## config.mk

```make
export PLATFORM = sky130hd
export DESIGN_NAME = addr_decode_ws
export DESIGN_NICKNAME = d
export VERILOG_FILES = /design/src/rtl/addr_decode_ws_pkg.sv /design/src/rtl/addr_region_match.sv /design/src/rtl/addr_decode_ws.sv
export SDC_FILE = /design/constraint.sdc
export NUM_CORES = 1
export LEC_CHECK = 0
export CORE_MARGIN = 8
export CORE_UTILIZATION = 36
export CTS_BUF_LIST = sky130_fd_sc_hd__clkbuf_8
export DETAILED_ROUTE_END_ITERATION = 16
export PLACE_DENSITY = 0.93
export SETUP_SLACK_MARGIN = 0.3
export SYNTH_ARGS = -nofsm -noshare
export SYNTH_HDL_FRONTEND = slang
export SYNTH_SLANG_ARGS = --single-unit
```

## constraint.sdc

```tcl
create_clock -name clk -period 5.9 [get_ports clk]
set_input_delay 1.18 -clock clk [delete_from_list [all_inputs] [get_ports clk]]
set_output_delay 1.18 -clock clk [all_outputs]
set_load 0.1 [all_outputs]
```

## src/rtl/addr_decode_ws_pkg.sv

```systemverilog
// Shared constants for the data-bus address decoder: system region map, FSM
// state encoding and field widths.
package addr_decode_ws_pkg;

    localparam int unsigned IdxW = 3;
    localparam int unsigned WsW  = 4;

    localparam logic [31:0] RamBase   = 32'h0000_0500;
    localparam logic [31:0] RamLimit  = 32'h0000_08FF;
    localparam logic [31:0] MmioBase  = 32'h0000_1000;
    localparam logic [31:0] MmioLimit = 32'h0000_10FF;

    typedef enum logic [1:0] {
        StIdle   = 2'd0,
        StActive = 2'd1,
        StErr    = 2'd2
    } state_e;

endpackage

```

## src/rtl/addr_region_match.sv

```systemverilog
// Single inclusive [BASE, LIMIT] window compare; a window with LIMIT < BASE
// can never hit.
module addr_region_match #(
    parameter int unsigned        ADDR_W = 32,
    parameter logic [ADDR_W-1:0]  BASE   = '0,
    parameter logic [ADDR_W-1:0]  LIMIT  = '0
) (
    input  logic [ADDR_W-1:0] addr,
    output logic              hit
);

    assign hit = (addr >= BASE) && (addr <= LIMIT);

endmodule

```

## src/rtl/addr_decode_ws.sv

```systemverilog
// Multi-region address decoder: priority-selects the lowest-index hit region,
// holds its active-low chip select for the region's wait states, then acks.
module addr_decode_ws
    import addr_decode_ws_pkg::*;
#(
    parameter int unsigned              ADDR_W    = 32,
    parameter int unsigned              N_REG     = 4,
    parameter logic [N_REG*ADDR_W-1:0]  REG_BASE  = (N_REG*ADDR_W)'(RamBase),
    parameter logic [N_REG*ADDR_W-1:0]  REG_LIMIT = (N_REG*ADDR_W)'(RamLimit),
    parameter logic [N_REG*WsW-1:0]     REG_WS    = '0,
    parameter bit                       ALIGN_CHK = 1'b1
) (
    input  logic              clk,
    input  logic              rst,
    input  logic              req,
    input  logic [ADDR_W-1:0] addr,
    output logic [N_REG-1:0]  cs_n,
    output logic              ready,
    output logic              bus_err,
    output logic [IdxW-1:0]   sel_idx
);

    logic [N_REG-1:0] hit;
    logic             hit_any;
    logic [IdxW-1:0]  hit_idx;
    logic [WsW-1:0]   hit_ws;
    logic             aligned;

    state_e          state_q, state_d;
    logic [IdxW-1:0] idx_q, idx_d;
    logic [WsW-1:0]  cnt_q, cnt_d;
    logic            active;

    for (genvar i = 0; i < N_REG; i++) begin : g_region
        addr_region_match #(
            .ADDR_W (ADDR_W),
            .BASE   (REG_BASE[i*ADDR_W +: ADDR_W]),
            .LIMIT  (REG_LIMIT[i*ADDR_W +: ADDR_W])
        ) u_match (
            .addr (addr),
            .hit  (hit[i])
        );
    end

    // Scan from the top so the lowest hitting index is the one left standing.
    always_comb begin
        hit_any = 1'b0;
        hit_idx = '0;
        hit_ws  = '0;
        for (int i = N_REG - 1; i >= 0; i--) begin
            if (hit[i]) begin
                hit_any = 1'b1;
                hit_idx = IdxW'(i);
                hit_ws  = REG_WS[i*WsW +: WsW];
            end
        end
    end

    assign aligned = !ALIGN_CHK || (addr[1:0] == 2'b00);

    always_ff @(posedge clk) begin
        if (rst) begin
            state_q <= StIdle;
            idx_q   <= '0;
            cnt_q   <= '0;
        end else begin
            state_q <= state_d;
            idx_q   <= idx_d;
            cnt_q   <= cnt_d;
        end
    end

    always_comb begin
        state_d = state_q;
        idx_d   = idx_q;
        cnt_d   = cnt_q;
        unique case (state_q)
            StIdle: begin
                if (req) begin
                    if (hit_any && aligned) begin
                        idx_d   = hit_idx;
                        cnt_d   = hit_ws;
                        state_d = StActive;
                    end else begin
                        state_d = StErr;
                    end
                end
            end
            StActive: begin
                // Dropping req aborts the access without an acknowledge.
                if (!req || (cnt_q == '0)) begin
                    state_d = StIdle;
                end else begin
                    cnt_d = cnt_q - 1'b1;
                end
            end
            StErr:   state_d = StIdle;
            default: state_d = StIdle;
        endcase
    end

    // Outputs come straight from registered state so they cannot glitch.
    assign active = (state_q == StActive);

    always_comb begin
        cs_n = '1;
        for (int i = 0; i < N_REG; i++) begin
            cs_n[i] = !(active && (idx_q == IdxW'(i)));
        end
    end

    assign ready   = active && (cnt_q == '0);
    assign bus_err = (state_q == StErr);
    assign sel_idx = active ? idx_q : '0;

endmodule

```

# == After elaboration in Yosys (flattened, before gate mapping) ==
# Cells that the tools add are included.
# classes
n_addsub,1
n_mul,0
n_div,0
magnitude_cmp,4
n_eq_ne,9
shift,0
mux,13
n_bitwise,0
reduce_logical,22
# op_table
cell,count
32-bit by 1-bit >= comparator with 1-bit output (second input constant),1
32-bit by 11-bit >= comparator with 1-bit output (second input constant),1
32-bit by 1-bit less-or-equal comparator with 1-bit output (second input constant),1
32-bit by 12-bit less-or-equal comparator with 1-bit output (second input constant),1
4-bit 2-to-1 mux,3
1-bit logical AND,8
4-bit case mux with 2 select lines,1
3-bit by 2-bit equality test with 1-bit output (second input constant),2
2-bit 2-to-1 mux,3
3-bit 2-to-1 mux,2
2-bit inequality test (second input constant),3
1-bit logical NOT,5
2-bit logical NOT,2
4-bit logical NOT,1
2-bit case mux with 2 select lines,1
4-bit AND reduction,1
4-bit by 1-bit subtractor with 4-bit output (second input constant),1
3-bit by 1-bit equality test with 1-bit output (second input constant),1
3-bit logical NOT,1
1-bit 2-to-1 mux,3
3-bit AND reduction,1
2-bit by 1-bit equality test with 1-bit output (second input constant),1
2-bit equality test (second input constant),1
2-bit by 1-bit inequality test with 1-bit output (second input constant),1
3 further kinds,3
# totals
register_bits,9
latchBits,0
ram_bits,0
rom_bits,0
in_bits,35
output_inout_bits,9
elab_cells,52
memories,0

# == Logic depth before layout (Yosys ltp) ==
# Gate-level depths: netlist of the first run.
# depth
ltp_word,8
depth_mapped,6
mapped_depth_nobuf,6

# == Cells and area by module ==
# Synthesis of the first run repeated with hierarchy kept, for this count alone.
# hier_totals
cells_unflattened,106
area_unflattened_um2,784.5
# modules_own_cells
mod,n_inst,cells_each,area_per_inst_um2,seq_area_each_um2
addr_decode_ws,1,63,498.0,160.2
addr_region_match (g_region[1].u_match ...),3,11,72.6,0.0
addr_region_match (g_region[0].u_match),1,10,68.8,0.0

# == Worst setup path before layout of the first run ==
# OpenSTA, ideal clock, no wires.
# synth_timing
kind,reg-to-output
from,register cnt_q[0]
to,output port ready
t_arrival_ns,3.237
required_time_ns,4.720
path_slack_ns,1.483
path_stages_with_launch,5
path_buffers,0
cell_sequence,dfxtp_1 > inv_1 > ha_1 > or3b_2 > nor3b_1
# synth_via
elab_chain_cells,2
# synth_rtl
element,line,text
start: declaration,addr_decode_ws.sv:31,"logic [WsW-1:0] cnt_q, cnt_d;"
start signal: assignment,addr_decode_ws.sv:69,cnt_q <= cnt_d;
4-bit logical NOT,addr_decode_ws.sv:112,assign ready = active && (cnt_q == '0);
1-bit logical AND,addr_decode_ws.sv:112,
end: declaration,addr_decode_ws.sv:18,"output logic ready,"
# Every way passes these cells.

# == Worst setup path after layout of the first run ==
# Same ends and word-level chain as after synthesis.

==> results_dict.tcl, run 1 <==
set metrics [dict create \
    syn-mean-instance-area_sq_um 8.70 \
    max-clock-path-buffers 2 \
    groute.layer.met2.usage 0.243 \
    largest_net_degree_at_the_start_of_global_routing 8 \
    drive_above_1_share 0.106 \
    holdWs_ns 0.505 \
    maxCapViolations 0 \
    criticalPathCategory "reg -> out" \
    place.port_buffers 39 \
    irDropWorstVdd_mv 0.0795 \
    static-leakage-power_nw 0.377 \
    groute.layer.met1.usage 0.115 \
    hold_depth 2 \
    aggregate_global_route_resource_usage 0.125 \
    destination_of_the_worst_register_to_register_timing_path "cnt_q[1]$_SDFFE_PP0P_" \
    hp-start "idx_q[0]$_SDFFE_PP0P_" \
    layout-area-overhead-vs-synth_pct 79.0 \
    detail_route.iter0.violations 7 \
    worstPathMaxFanout 4 \
    avgViaCountPerCell 5.17 \
    crit-reg2reg-launch "cnt_q[0]$_SDFFE_PP0P_" \
    final.setup.tns_ns 0 \
    die_y_microns 55.0 \
    mapped_cell_area_sq_um 548 \
    drt_pass1_iterations 4 \
    yosysWarningCount 0 \
    grt_pass1_wl_microns 2790 \
    clock_tree.root_cell "clkbuf_8" \
    drt_drc_violations_left 0 \
    synth.ff_latch_count 7 \
    fin_worst_skew_ns 0.00105 \
    grt_overflow 0 \
    status "completed" \
    synth_seq_area_share 0.256 \
    timing.final.crit_period_ns 3.83 \
    worst_skew_pair.late_latency_ns 0.22 \
    holdCritPathClass "reg -> reg" \
    worstMarginPinSlew_ns 0.977 \
    critPathLaunchType "flip-flop" \
    number_of_nets_with_antenna_violations_after_routing 0 \
    drv_slew 0 \
    grt_busiest_layer "met2" \
    post-cts-setup-buffers 0 \
    place_congestion 0.745 \
    postRouteWirelength_microns 1710 \
    worst_case_reg_to_reg_path_depth 6 \
    setup.reg_to_reg.worst_slack_ns 4.19 \
    grt_antenna_before_repair 0 \
    final_net_count 142 \
    hold_viol_final 0 \
    worstPathArrival_ns 2.65 \
    grt_setup_unrepaired "no" \
    place.detailed.hpwl_microns 1560 \
    groute.layer.met3.usage 0.0508 \
    worst_setup_hold_path_clk_slew_ns 0.04 \
    hold_path_end "idx_q[0]$_SDFFE_PP0P_" \
    cts.hold.buffers_added 0 \
    drt-wirelength-per-cell_microns 14.3 \
    synth_cells 63 \
    io-pin-count 44 \
    die_area_sq_um 3030 \
    finalCritPeriodShare 0.649 \
    die_x_microns 55.0 \
    timing.slew.headroom 0.347 \
    diodes 0 \
    setup_viol 0 \
    worst-endpoint-required_ns 4.72 \
    cts_tree "done" \
    timing.critical_path.to_type "primary output" \
    p_per_area_nw_per_um2 161 \
    rows 14 \
    cts_inserted_buffers 3 \
    htree_num_levels 1 \
    cts.repair.resized 0 \
    tritoncts_num_sinks 7 \
    grt_pass1_vias 650 \
    yosysUniqueCellTypes 29 \
    initial_core_util 0.372 \
    num_vias 620 \
    fmax_ghz 0.261 \
    core_area_sq_um 1470 \
]
==> registers in the layout, indices dropped and copies added (netlist names) <==
register / cells
state_q: 2
cnt_q: 4
idx_q: 1
==> kinds of logic (layout without fill, tap and decap cells) <==
group	after synthesis	count (layout)	synth area share
AOI/OAI and AO/OA	6	6	0.112
xor gates and xnor gates	3	3	0.0480
adders and majority gates	2	2	0.0457
buffers and inverters	9	48	0.0890
DFF	7	7	0.256
muxes	1	1	0.0183
other	2	4	0.0137
and+or+nand+nor	33	33	0.418
==> synthesized netlist by cell type <==
master | n | area [sq um]
nor3b_1 | 2 | 15.0
a211oi_1 | 2 | 15.0
nor4b_1 | 1 | 8.76
inv_1 | 5 | 18.8
nand3b_1 | 1 | 7.51
or2_2 | 1 | 6.26
mux2i_1 | 1 | 10.0
nor2b_1 | 3 | 18.8
conb_1 | 2 | 7.51
dfxtp_1 | 7 | 140
nor2_1 | 2 | 7.51
or4_4 | 1 | 11.3
nand3_1 | 1 | 5.00
nor3_1 | 5 | 25.0
xnor2_1 | 1 | 8.76
ha_1 | 2 | 25.0
or4_1 | 1 | 7.51
a2111oi_2 | 1 | 15.0
nand2_1 | 4 | 15.0
a2111o_1 | 1 | 11.3
or3b_2 | 1 | 8.76
nor4_1 | 5 | 31.3
a21oi_1 | 1 | 5.00
nand4_1 | 2 | 12.5
buf_4 | 4 | 30.0
nor4_2 | 2 | 25.0
nand4b_4 | 1 | 23.8
a221oi_2 | 1 | 15.0
xor2_1 | 2 | 17.5
==> routing by layer <==
metal | vias up | part of all wire
li1 | 311 | -
met1 | 285 | 0.37
met2 | 24 | 0.54
met3 | 0 | 0.089
met4 | 0 | 0
met5 | - | 0
==> area by class of cell <==
type	count	area, sq um
Fill cell	133	490
Timing Repair Buffer	39	390
Multi-Input combinational cell	49	367
Sequential cell	7	140
Clock buffer	3	41.3
Tap cell	16	20.0
Inverter	5	18.8
Clock inverter	1	3.75
==> cells in the final DEF (no fill, tap or decap), types with 2 or more instances in the layout <==
master / count
a211oi_1: 2
clkbuf_8: 3
clkdlybuf4s50_1: 39
conb_1: 4
dfxtp_1: 7
ha_1: 2
inv_1: 6
nand2_1: 4
nand4_1: 2
nor2_1: 2
nor2b_1: 3
nor3_1: 5
nor3b_1: 2
nor4_1: 5
nor4_2: 2
xor2_1: 2
==> report_power, final <==
part | internal [mW] | switching [mW]
clock | 0.0448 | 0.0194
combinational | 0.0232 | 0.0221
sequential | 0.0479 | 0.000383
total | 0.116 | 0.0418
==> critical path, stage by stage, from the launching register on <==
cell             delay (ns)
dfxtp_1                0.30
inv_1                  0.11
ha_1                   0.15
or3b_2                 0.48
nor3b_1                0.21
clkdlybuf4s50_1        1.16
==> how the worst max path moves through the flow <==
| stage | start | endpoint | slack, ns | cells after the start |
|---|---|---|---|---|
| after floorplan | cnt_q[0]$_SDFFE_PP0P_ | ready | 1.48 | 4 |
| after global routing | cnt_q[0]$_SDFFE_PP0P_ | ready | 1.99 | 5 |
| after CTS | cnt_q[0]$_SDFFE_PP0P_ | ready | 2.07 | 5 |
| final | cnt_q[0]$_SDFFE_PP0P_ | ready | 2.07 | 5 |
| after detailed placement | cnt_q[0]$_SDFFE_PP0P_ | ready | 2.31 | 5 |
| after global placement | cnt_q[0]$_SDFFE_PP0P_ | ready | 2.35 | 5 |
==> per-stage QoR <==
| stage | cell area (sq um) | power (mW) | instances | worst slack [ns] | util |
|---|---|---|---|---|---|
| finish | 981 | 0.158 | 120 | 2.07 | 0.667 |
| global route | 981 | 0.164 | 120 | 1.99 | 0.667 |
| CTS | 981 | 0.158 | 120 | 2.07 | 0.667 |
| detailed placement | 936 | 0.0944 | 116 | 2.31 | 0.636 |
| global placement | 936 | 0.0934 | 116 | 2.35 | 0.636 |
| floorplan | 556 | 0.0706 | 65 | 1.48 | - |
(Power assumes the default switching activity.)
==> run 2, diff against run 1 <==
CORE_UTILIZATION = 33   (was 36)
PLACE_DENSITY = 0.87   (was 0.93)
clock period = 4 ns   (was 5.9 ns; I/O delays follow)
==> results_dict.tcl, run 2 (synthesis gave the netlist of run 1 again) <==
set metrics [dict create \
    status "completed" \
    critical_path.cell_chain "nor2b_1 -> nand2_1 -> inv_1 -> clkdlybuf4s50_1" \
    static-leakage-power_nw 0.383 \
    place.detailed.hpwl_microns 1580 \
    drive_above_1_share 0.125 \
    drt_pass1_iterations 4 \
    drv_slew 0 \
    worst_skew_pair.late_latency_ns 0.22 \
    cts_tree "done" \
    number_of_nets_with_antenna_violations_after_routing 0 \
    postRouteWirelength_microns 1780 \
    cts_inserted_buffers 3 \
    detail_route.iter0.violations 10 \
    hold_viol_final 0 \
    grt_pass1_wl_microns 3000 \
    timing.slew.headroom 0.352 \
    cts.repair.resized 0 \
    groute.layer.met2.usage 0.215 \
    worstMarginPinSlew_ns 0.968 \
    drt_drc_violations_left 0 \
    worst_case_reg_to_reg_path_depth 6 \
    largest_register_ffs 4 \
    critPathBufInv 2 \
    post-layout-total-power_mw 0.235 \
    grt_busiest_layer "met2" \
    setup_viol 0 \
    htree_num_levels 1 \
    groute.layer.met1.usage 0.104 \
    cp_slowest_stage_delay_ns 1.12 \
    grt_pass1_vias 686 \
    final_cell_mix "clkdlybuf4s50_1 (38), dfxtp_1 (7), inv_1 (6), nor4_1 (5), nor3_1 (5)" \
    timing.critical_path.to_type "primary output" \
    crit-reg2reg-launch "cnt_q[0]$_SDFFE_PP0P_" \
    criticalPathCategory "reg -> out" \
    largest-register "cnt_q" \
    worst_setup_hold_path_clk_slew_ns 0.04 \
    io-pin-count 44 \
    dpl_cell_area_sq_um 938 \
    destination_of_the_worst_register_to_register_timing_path "cnt_q[1]$_SDFFE_PP0P_" \
    num_vias 631 \
    postLayoutCellArea_sq_um 983 \
    worst-endpoint-required_ns 3.20 \
    critPathLaunchType "flip-flop" \
    fmax_ghz 0.335 \
    p_per_area_nw_per_um2 238 \
    hold_depth 2 \
    drt-wirelength-per-cell_microns 14.8 \
    die_x_microns 56.8 \
    crit_path_start "state_q[0]$_SDFFE_PP0P_" \
    irDropWorstVdd_mv 0.135 \
    final_net_count 142 \
    largest_net_degree_at_the_start_of_global_routing 8 \
    die_y_microns 56.8 \
    aggregate_global_route_resource_usage 0.113 \
    crit_slowest_cell "clkdlybuf4s50_1" \
    place_congestion 0.765 \
    worst-path-stages 4 \
    worstPathArrival_ns 2.18 \
    timing.final.crit_period_ns 2.98 \
    rows 14 \
    grt_overflow 0 \
    holdWs_ns 0.502 \
    fin_worst_skew_ns 0.000783 \
    core_area_sq_um 1520 \
    maxCapViolations 0 \
    final.setup.tns_ns 0 \
    die_area_sq_um 3220 \
    holdCritPathClass "reg -> reg" \
    diodes 0 \
    initial_core_util 0.360 \
    finalCritPeriodShare 0.746 \
    groute.layer.met3.usage 0.0382 \
    post-cts-setup-buffers 0 \
    worstPathMaxFanout 5 \
    clock_tree.root_cell "clkbuf_8" \
    max-clock-path-buffers 2 \
    avgViaCountPerCell 5.26 \
    cts.hold.buffers_added 0 \
    grt_antenna_before_repair 0 \
    layout-area-overhead-vs-synth_pct 79.5 \
    place.port_buffers 39 \
    final_common_cell "clkdlybuf4s50_1" \
    tritoncts_num_sinks 7 \
    setup.reg_to_reg.worst_slack_ns 2.25 \
    layout_top_registers "cnt_q x4, state_q x2, idx_q x1" \
    grt_setup_unrepaired "no" \
    critical_path.endpoint "sel_idx[0]" \
    critPathTopFamily "buffers and inverters" \
]
## run 2: changes by cell type in the layout (fill, tap and decap cells not counted), sizes merged
cell and delta:
buf +1, clkdlybuf4s50 -1
## run 2: worst min path at each step
stage                               start                    end  slack [ns]
floorplan           idx_q[0]$_SDFFE_PP0P_  idx_q[0]$_SDFFE_PP0P_        0.45
global placement    idx_q[0]$_SDFFE_PP0P_  idx_q[0]$_SDFFE_PP0P_        0.47
detailed placement  idx_q[0]$_SDFFE_PP0P_  idx_q[0]$_SDFFE_PP0P_        0.51
CTS                 idx_q[0]$_SDFFE_PP0P_  idx_q[0]$_SDFFE_PP0P_        0.51
global route        idx_q[0]$_SDFFE_PP0P_  idx_q[0]$_SDFFE_PP0P_        0.54
finish              idx_q[0]$_SDFFE_PP0P_  idx_q[0]$_SDFFE_PP0P_        0.50
## run 2: metal layers
metal  wire length (microns)  share of wire  up-vias
li1                        -              -      311
met2                     981           0.55       28
met3                     125          0.070        4
met4                      29          0.016        0
met5                       0              0        -
met1                     638           0.36      288
## run 2: per-stage QoR
step,worst slack [ns],cells,util
after global placement,1.24,116,0.616
final,1.02,120,0.645
after global routing,0.852,120,0.645
after CTS,1.01,120,0.645
after floorplan,0.947,65,-
after detailed placement,1.15,116,0.616
## run 2: cell type report
type,instances,area (sq um)
fillers,149,541
repair buffers,39,388
multi-input cells,49,372
flip-flops and latches,7,140
clock buffers,3,41.3
well taps,16,20.0
inverters,5,18.8
clock inverters,1,3.75
## run 2: worst reg2reg max path, cell delays in order, from the launching register on
cell     delay [ns]
dfxtp_1        0.30
inv_1          0.11
ha_1           0.16
or3b_2         0.50
nand3_1        0.20
mux2i_1        0.21
nor3b_1        0.19
## run 2: report_power, final
part           leakage (nW)  internal (mW)  switching, mW
Combinational         0.300         0.0342         0.0330
Sequential           0.0566         0.0707       0.000572
Clock                0.0269         0.0663         0.0298
